$ cat src/rtl/mc_controller.sv
// Multi-cycle RV32I control FSM driving a shared-ALU, shared-memory datapath.
// Optional MC_MEM_WAIT_EN adds a MemReady input that stretches FETCH/MEMREAD/MEMWRITE.
module mc_controller #(
   parameter int INSTRET_W = 32
) (
   input  logic                 clk,
   input  logic                 rst,
   input  logic [6:0]           op,
   input  logic [2:0]           funct3,
   input  logic                 funct7_5,
   input  logic                 Zero,
`ifdef MC_MEM_WAIT_EN
   input  logic                 MemReady,
`endif
   output logic                 PCWrite,
   output logic                 AdrSrc,
   output logic                 MemWrite,
   output logic                 IRWrite,
   output logic [1:0]           ResultSrc,
   output logic [1:0]           ALUSrcA,
   output logic [1:0]           ALUSrcB,
   output logic [2:0]           ALUControl,
   output logic [1:0]           ImmSrc,
   output logic                 RegWrite,
   output logic                 InstrDone,
   output logic                 Illegal,
   output logic [INSTRET_W-1:0] Instret,
   output logic [3:0]           State
);

   typedef enum logic [3:0] {
      S_FETCH    = 4'd0,
      S_DECODE   = 4'd1,
      S_MEMADR   = 4'd2,
      S_MEMREAD  = 4'd3,
      S_MEMWB    = 4'd4,
      S_MEMWRITE = 4'd5,
      S_EXECR    = 4'd6,
      S_EXECI    = 4'd7,
      S_ALUWB    = 4'd8,
      S_BRANCH   = 4'd9,
      S_JAL      = 4'd10,
      S_JALRADR  = 4'd11
   } state_t;

   localparam logic [6:0] OP_LOAD   = 7'b0000011;
   localparam logic [6:0] OP_STORE  = 7'b0100011;
   localparam logic [6:0] OP_R      = 7'b0110011;
   localparam logic [6:0] OP_I      = 7'b0010011;
   localparam logic [6:0] OP_BRANCH = 7'b1100011;
   localparam logic [6:0] OP_JAL    = 7'b1101111;
   localparam logic [6:0] OP_JALR   = 7'b1100111;

   localparam logic [2:0] ALU_ADD = 3'b000;
   localparam logic [2:0] ALU_SUB = 3'b001;
   localparam logic [2:0] ALU_AND = 3'b010;
   localparam logic [2:0] ALU_OR  = 3'b011;
   localparam logic [2:0] ALU_SLT = 3'b101;

   state_t state_q, state_d;
   logic   mem_ready;
   logic   pc_write, mem_write, ir_write, reg_write, instr_done, illegal;

`ifdef MC_MEM_WAIT_EN
   assign mem_ready = MemReady;
`else
   assign mem_ready = 1'b1;
`endif

   // Shared R/I decode; only R-type with funct7_5 turns funct3=000 into sub.
   function automatic logic [2:0] alu_decode(input logic [2:0] f3, input logic sub_ok);
      case (f3)
         3'b000:  alu_decode = sub_ok ? ALU_SUB : ALU_ADD;
         3'b010:  alu_decode = ALU_SLT;
         3'b110:  alu_decode = ALU_OR;
         3'b111:  alu_decode = ALU_AND;
         default: alu_decode = ALU_ADD;
      endcase
   endfunction

   always_ff @(posedge clk) begin
      if (rst) begin
         state_q <= S_FETCH;
         Instret <= '0;
      end else begin
         state_q <= state_d;
         if (InstrDone) Instret <= Instret + INSTRET_W'(1);
      end
   end

   always_comb begin
      state_d    = S_FETCH;
      pc_write   = 1'b0;
      mem_write  = 1'b0;
      ir_write   = 1'b0;
      reg_write  = 1'b0;
      instr_done = 1'b0;
      illegal    = 1'b0;
      AdrSrc     = 1'b0;
      ResultSrc  = 2'b00;
      ALUSrcA    = 2'b00;
      ALUSrcB    = 2'b00;
      ALUControl = ALU_ADD;
      ImmSrc     = 2'b00;
      case (state_q)
         S_FETCH: begin
            ALUSrcB   = 2'b10;
            ResultSrc = 2'b10;
            ir_write  = mem_ready;
            pc_write  = mem_ready;
            state_d   = mem_ready ? S_DECODE : S_FETCH;
         end
         S_DECODE: begin
            // Precompute the branch/jal target into ALUOut while decoding.
            ALUSrcA = 2'b01;
            ALUSrcB = 2'b01;
            ImmSrc  = 2'b10;
            case (op)
               OP_LOAD, OP_STORE: state_d = S_MEMADR;
               OP_R:              state_d = S_EXECR;
               OP_I:              state_d = S_EXECI;
               OP_JAL:            state_d = S_JAL;
               OP_JALR:           state_d = S_JALRADR;
               OP_BRANCH: begin
                  if (funct3 == 3'b000 || funct3 == 3'b001) state_d = S_BRANCH;
                  else illegal = 1'b1;
               end
               default: illegal = 1'b1;
            endcase
         end
         S_MEMADR: begin
            ALUSrcA = 2'b10;
            ALUSrcB = 2'b01;
            ImmSrc  = (op == OP_STORE) ? 2'b01 : 2'b00;
            state_d = (op == OP_STORE) ? S_MEMWRITE : S_MEMREAD;
         end
         S_MEMREAD: begin
            AdrSrc  = 1'b1;
            state_d = mem_ready ? S_MEMWB : S_MEMREAD;
         end
         S_MEMWB: begin
            ResultSrc  = 2'b01;
            reg_write  = 1'b1;
            instr_done = 1'b1;
         end
         S_MEMWRITE: begin
            AdrSrc     = 1'b1;
            mem_write  = 1'b1;
            instr_done = mem_ready;
            state_d    = mem_ready ? S_FETCH : S_MEMWRITE;
         end
         S_EXECR: begin
            ALUSrcA    = 2'b10;
            ALUControl = alu_decode(funct3, funct7_5);
            state_d    = S_ALUWB;
         end
         S_EXECI: begin
            ALUSrcA    = 2'b10;
            ALUSrcB    = 2'b01;
            ALUControl = alu_decode(funct3, 1'b0);
            state_d    = S_ALUWB;
         end
         S_ALUWB: begin
            reg_write  = 1'b1;
            instr_done = 1'b1;
         end
         S_BRANCH: begin
            ALUSrcA    = 2'b10;
            ALUControl = ALU_SUB;
            pc_write   = (funct3 == 3'b000 && Zero) || (funct3 == 3'b001 && !Zero);
            instr_done = 1'b1;
         end
         S_JAL: begin
            // PC takes the target while ALUOut captures the link address.
            ALUSrcA  = 2'b01;
            ALUSrcB  = 2'b10;
            pc_write = 1'b1;
            state_d  = S_ALUWB;
         end
         S_JALRADR: begin
            ALUSrcA = 2'b10;
            ALUSrcB = 2'b01;
            state_d = S_JAL;
         end
         default: state_d = S_FETCH;
      endcase
   end

   assign PCWrite   = pc_write & ~rst;
   assign MemWrite  = mem_write & ~rst;
   assign IRWrite   = ir_write & ~rst;
   assign RegWrite  = reg_write & ~rst;
   assign InstrDone = instr_done & ~rst;
   assign Illegal   = illegal & ~rst;
   assign State     = state_q;

endmodule

$ cat config.mk
export PLATFORM = sky130hd
export DESIGN_NAME = mc_controller
export DESIGN_NICKNAME = d
export VERILOG_FILES = /design/src/rtl/mc_controller.sv
export SDC_FILE = /design/constraint.sdc
export NUM_CORES = 1
export LEC_CHECK = 0
export BUFFER_PORTS_ARGS = -buffer_cell sky130_fd_sc_hd__buf_2
export CAP_MARGIN = 20
export CORE_MARGIN = 2
export CORE_UTILIZATION = 50
export CTS_CLUSTER_SIZE = 16
export DETAILED_ROUTE_END_ITERATION = 16
export PLACE_DENSITY = 0.76
export SYNTH_ARGS = -nofsm -noshare
export SYNTH_HDL_FRONTEND = slang
export SYNTH_SLANG_ARGS = --single-unit
$ cat constraint.sdc
create_clock -name clk -period 3.9 [get_ports clk]
set_input_delay 0.78 -clock clk [delete_from_list [all_inputs] [get_ports clk]]
set_output_delay 0.78 -clock clk [all_outputs]
set_load 0.01 [all_outputs]
Yosys cells after proc, flatten, opt, wreduce, memory -nomap -nowiden
Cells that the tools add are included.

Add/subtract/negate cells: 1. Bitwise gates (word level): 7. Reductions and logical operators: 17. Eq/ne operators: 22. Mux-type cells: 22.

Operator list (count): case mux 4 bit (6 select lines) (2); adder 32 x 1 -> 32 bit (second input constant) (1); equality test 7 bit (second input constant) (3); case mux 3 bit (3 select lines) (2); equality test 4 x 3 -> 1 bit (second input constant) (4); equality test 4 bit (second input constant) (4); case mux 2 bit (2 select lines) (4); equality test 7 x 6 -> 1 bit (second input constant) (2); case mux 3 bit (4 select lines) (1); OR reduction 2 bit (5); 2-to-1 mux 1 bit (9); equality test 4 x 2 -> 1 bit (second input constant) (2); OR reduction 4 bit (2); equality test 7 x 2 -> 1 bit (second input constant) (1); equality test 7 x 5 -> 1 bit (second input constant) (1); AND 1 bit (6); equality test 3 bit (second input constant) (2); OR reduction 6 bit (1); OR reduction 5 bit (1); equality test 4 x 1 -> 1 bit (second input constant) (1); logical NOT 4 bit (1); 2-to-1 mux 4 bit (1); case mux 1 bit (2 select lines) (2); equality test 3 x 1 -> 1 bit (second input constant) (1); 8 further kinds (10).

Output and inout bits: 54. Register bits after elaboration: 36.

Logic depth before layout (Yosys ltp)
Word-level depth: 6. Depth in mapped cells: 6. Depth with buffers taken out: 5.

Worst setup path before layout
No wires, ideal clock.

Kind: input to output. Start point: input port op[1]. End point: output port Illegal. Stages: 3. Required time: 3.120 ns. Arrival time: 1.636 ns. Slack: 1.484 ns. Cells stage by stage: and2_0 and2_1 nor4b_1.

Cells in the longest elaborated chain, start to end: 5. Elaborated cells on any way between the ends: 11. Those cells by class: 7 x eq/ne; 2 x mux; 1 x bitwise; 1 x reduce/logical.

Ends and longest elaborated chain: from (decl) (RTL line 8) `input logic [6:0] op,`; equality test 7 x 6 -> 1 bit, or another cell as far along (RTL line 118) `case (op)`; OR reduction 6 bit (no line); case mux 1 bit (2 select lines) (*) (RTL line 118); 2-to-1 mux 1 bit (*) (RTL line 105) `case (state_q)`; AND 1 bit (*) (RTL line 194) `assign Illegal = illegal & ~rst;`; to (decl) (RTL line 26) `output logic Illegal,`.

Mark *: on every way between the ends. The rest lies on a longest branch, timed or not.

Worst setup path after layout
Start point: register state_q[1] (netlist: State[1]). End point: output port ALUSrcA[0].

Cells in the longest elaborated chain, start to end: 3. Elaborated cells on any way between the ends: 10. Those cells by class: 7 x eq/ne; 1 x mux; 2 x reduce/logical.

Ends and longest elaborated chain: from (decl) (RTL line 60) `state_t state_q, state_d;`; from (signal assigned) (RTL line 86) `state_q <= state_d;`; equality test 4 x 3 -> 1 bit, or another cell as far along (RTL line 105); OR reduction 5 bit (no line) / OR reduction 2 bit (equally long branches); case mux 2 bit (2 select lines) (*) (RTL line 105); to (decl) (RTL line 20) `output logic [1:0] ALUSrcA,`.

Marks and branches as above.

==> results.toml <==
[outcome]
outcome = "finished, final reports clean"

[worst_setup_path]
worstPathRequired_ps = 3120
capturing_instance_or_port_of_the_critical_path = "ALUSrcA[0]"
startpoint = "State[1]"
worst_case_reg_to_reg_path_depth = 4
worst_ep_arrival_time_ps = 2340
worstPathCellList = "clkinv_1, or3_1, a21oi_1, buf_2"
critical_setup_path_class = "reg -> out"
reg2reg_from = "State[2]"
critical_path.endpoint_type = "primary output"
cp_max_stage_cell = "sky130_fd_sc_hd__dfxtp_1"
crit_buf_inv = 2
setup.reg_to_reg.worst_slack_ps = 1350
path_max_fanout = 23
r2r-end = "Instret[31]"
critPathTopFamily = "flip-flops"
cp_num_cells = 4
startpoint_type = "flop"
largest_incremental_delay_on_the_critical_path_ps = 820

[job]
max_cap_viol_count = 0

[logic_synthesis]
ys_top_cells_by_area = "sky130_fd_sc_hd__dfxtp_1 33%, sky130_fd_sc_hd__nor2_1 4.7%, sky130_fd_sc_hd__nor4_2 4.0%"
yosysTopAreaCellShare_pct = 33.1
synthCells = 270
warnings_from_yosys = 0
syn_avg_cell_area_um2 = 8.06
synth-adder-area-share_pct = 1.04
synth-seq-area-share_pct = 33.1
synth_cell_area_mm2 = 0.00218
synth.ff_latch_count = 36
async_flop_share_pct = 0
syn_nets = 285
synth-edff-count = 0
yosys.area_share.xor_xnor_pct = 5.58
synthDistinctLibCells = 45
yosys.area_share.simple_pct = 37.4
synth_top_family_by_area = "simple AND/OR/NAND/NOR gates"
synth_compound_gate_area_share_pct = 12.6
synth.area.mux_share_pct = 5.18
yosys_most_used_dff = "sky130_fd_sc_hd__dfxtp_1"
netlist.top_cell.by_area = "sky130_fd_sc_hd__dfxtp_1"

[sta]
slew_violations = 0
finalHoldViolCount = 0
grt_setup_unrepaired = "no"
timing.hold.ws_ps = 509
setup_tns_ps = 0
timing.final.crit_period_ps = 3120
timing.final.setup_violations = 0
timing.fmax_mhz = 321
setup_slack_ps = 781
tightest_slew_ps = 813
timing.max_slew.rel_slack_pct = 45.4
worst_clock_skew_ps = 6.37
timing.final.crit_share_pct = 80.0

[clock_network]
clk_transition_reported_paths_ps = 70
cts_tree = "built"
worst_skew_pair.late_latency_ps = 290
cts_num_sinks = 36
htreeDepth = 2
post_cts_buffers = 0
clock_path_buffers = 2
clock-root-buffer = "sky130_fd_sc_hd__clkbuf_8"
cts-buffers-inserted = 5
hold_buffers = 0
ctsResizeCount = 0

[cells_and_area]
multi_input_area_mm2 = 0.00135
antenna_cells_inserted = 0
post_route_cells_drive_above_1_share_pct = 27.1
register_area_um2 = 721
final_nets = 342
postLayoutCoreUtil_pct = 63.8
layout-area-overhead-vs-synth_pct = 19.9
layout.cells.most_common_list = "67 x sky130_fd_sc_hd__buf_2, 36 x sky130_fd_sc_hd__dfxtp_1, 27 x sky130_fd_sc_hd__nor2_1, 18 x sky130_fd_sc_hd__nand2_1, 17 x sky130_fd_sc_hd__a21oi_1"
nFillCells = 363
most_common_cell_after_layout_fill_and_taps_aside = "sky130_fd_sc_hd__buf_2"

[detailed_routing]
route.detailed.drc = 0
vias_per_cell = 5.82
antenna_violating_nets_post_route = 0
routed_wirelength_um = 5170
post_drt_wl_per_cell_um = 13.7
drt_first_iter_violations = 156
routed-via-count = 2200
iteration_count_of_the_initial_detailed_routing_pass = 5

[placement]
dpl_worst_slack_ps = 1100
gp_routability_congestion = 0.810
hpwl_detailed_um = 3620
io_buffers = 67

[die]
initial_standard_cell_utilization_of_the_core_pct = 53.2
floorplan.die_area_mm2 = 0.00490
dieWidth_um = 70.0
design.core.area_mm2 = 0.00409
placementRows = 23
io_pins = 68
die_h_um = 70.0

[hold_path]
path_type_of_the_worst_min_delay_path = "reg -> reg"

[global_route]
global_route.overflow_total = 0
global_route_wire_length_before_repair_um = 8580
grt_usage_pct = 20.8
number_of_antenna_violations_at_the_first_check_in_global_routing = 0
via_count_of_the_first_global_routing_pass = 1860
grt_start_max_net_pins = 29

[pwr]
leak_pwr_nw = 1.08
power.ir.vdd_worst_v = 0.000132
power-per-cell-area_mw_per_mm2 = 289
## per-stage QoR
| stage | area, µm² | total power, mW | cells |
|---|---|---|---|
| floorplan | 2180 | 0.414 | 270 |
| global placement | 2500 | 0.435 | 370 |
| detailed placement | 2500 | 0.436 | 370 |
| CTS | 2610 | 0.757 | 378 |
| global route | 2610 | 0.785 | 378 |
| finish | 2610 | 0.754 | 378 |
## layer usage
metal	track usage [%]	routed length, µm
met1	27.9	2430
met2	33.9	2350
met5	0	0
met3	5.48	359
met4	4.27	34
## registers in the layout, indices dropped and copies added (netlist names)
signal / cells
Instret: 32
State: 4
## where the power goes
| group | internal (mW) | total, mW | switching, mW |
|---|---|---|---|
| Sequential | 0.368 | 0.374 | 0.00503 |
| Clock | 0.190 | 0.326 | 0.137 |
| Combinational | 0.0216 | 0.0544 | 0.0328 |
| Total | 0.580 | 0.754 | 0.174 |
## worst register-to-register path: stages (launching register included)
cell and delay (ps):
sky130_fd_sc_hd__dfxtp_1 680, sky130_fd_sc_hd__xor2_2 340, sky130_fd_sc_hd__nand4_1 580, sky130_fd_sc_hd__nor4_1 480, sky130_fd_sc_hd__mux2_2 370
## Yosys cell counts (3+ instances only)
| cell type | count |
|---|---|
| sky130_fd_sc_hd__dfxtp_1 | 36 |
| sky130_fd_sc_hd__nor2_1 | 27 |
| sky130_fd_sc_hd__nand2_1 | 18 |
| sky130_fd_sc_hd__a21oi_1 | 17 |
| sky130_fd_sc_hd__nand3_1 | 11 |
| sky130_fd_sc_hd__nor2b_1 | 11 |
| sky130_fd_sc_hd__nor3_1 | 11 |
| sky130_fd_sc_hd__clkbuf_1 | 10 |
| sky130_fd_sc_hd__nand4_1 | 10 |
| sky130_fd_sc_hd__nor4_1 | 9 |
| sky130_fd_sc_hd__xnor2_1 | 8 |
| sky130_fd_sc_hd__and3_1 | 7 |
| sky130_fd_sc_hd__inv_1 | 7 |
| sky130_fd_sc_hd__mux2_1 | 7 |
| sky130_fd_sc_hd__nor4_2 | 7 |
| sky130_fd_sc_hd__o21ai_0 | 7 |
| sky130_fd_sc_hd__or3_1 | 7 |
| sky130_fd_sc_hd__o31ai_1 | 6 |
| sky130_fd_sc_hd__or4_1 | 6 |
| sky130_fd_sc_hd__and2_1 | 4 |
| sky130_fd_sc_hd__buf_2 | 4 |
| sky130_fd_sc_hd__nor4b_1 | 4 |
| sky130_fd_sc_hd__xor2_1 | 4 |
| sky130_fd_sc_hd__and4_1 | 3 |
| sky130_fd_sc_hd__mux2_2 | 3 |
| sky130_fd_sc_hd__o31a_1 | 3 |
## logic make-up (layout without fill, tap and decap cells)
logic type / after synthesis / in the layout
AOI/OAI and AO/OA: 43 / 43
xor gates and xnor gates: 13 / 13
adders and majority gates: 2 / 2
buffers and inverters: 26 / 84
DFF: 36 / 36
muxes: 10 / 10
and+or+nand+nor: 140 / 140
## final cells by class
cell class,instances,area share (%)
Sequential cell,36,27.6
Multi-Input combinational cell,208,51.6
Tap cell,50,2.40
Clock buffer,6,2.78
Clock inverter,2,1.34
Timing Repair Buffer,68,13.1
Inverter,8,1.15
## worst min path at each step
stage	start	endpoint	cells past startpoint
floorplan	Instret[17]	Instret[17]	2
global placement	Instret[17]	Instret[17]	2
detailed placement	Instret[13]	Instret[13]	2
CTS	Instret[19]	Instret[19]	1
global route	Instret[19]	Instret[19]	1
finish	Instret[16]	Instret[16]	2
Power figures use the tool's default switching activity.
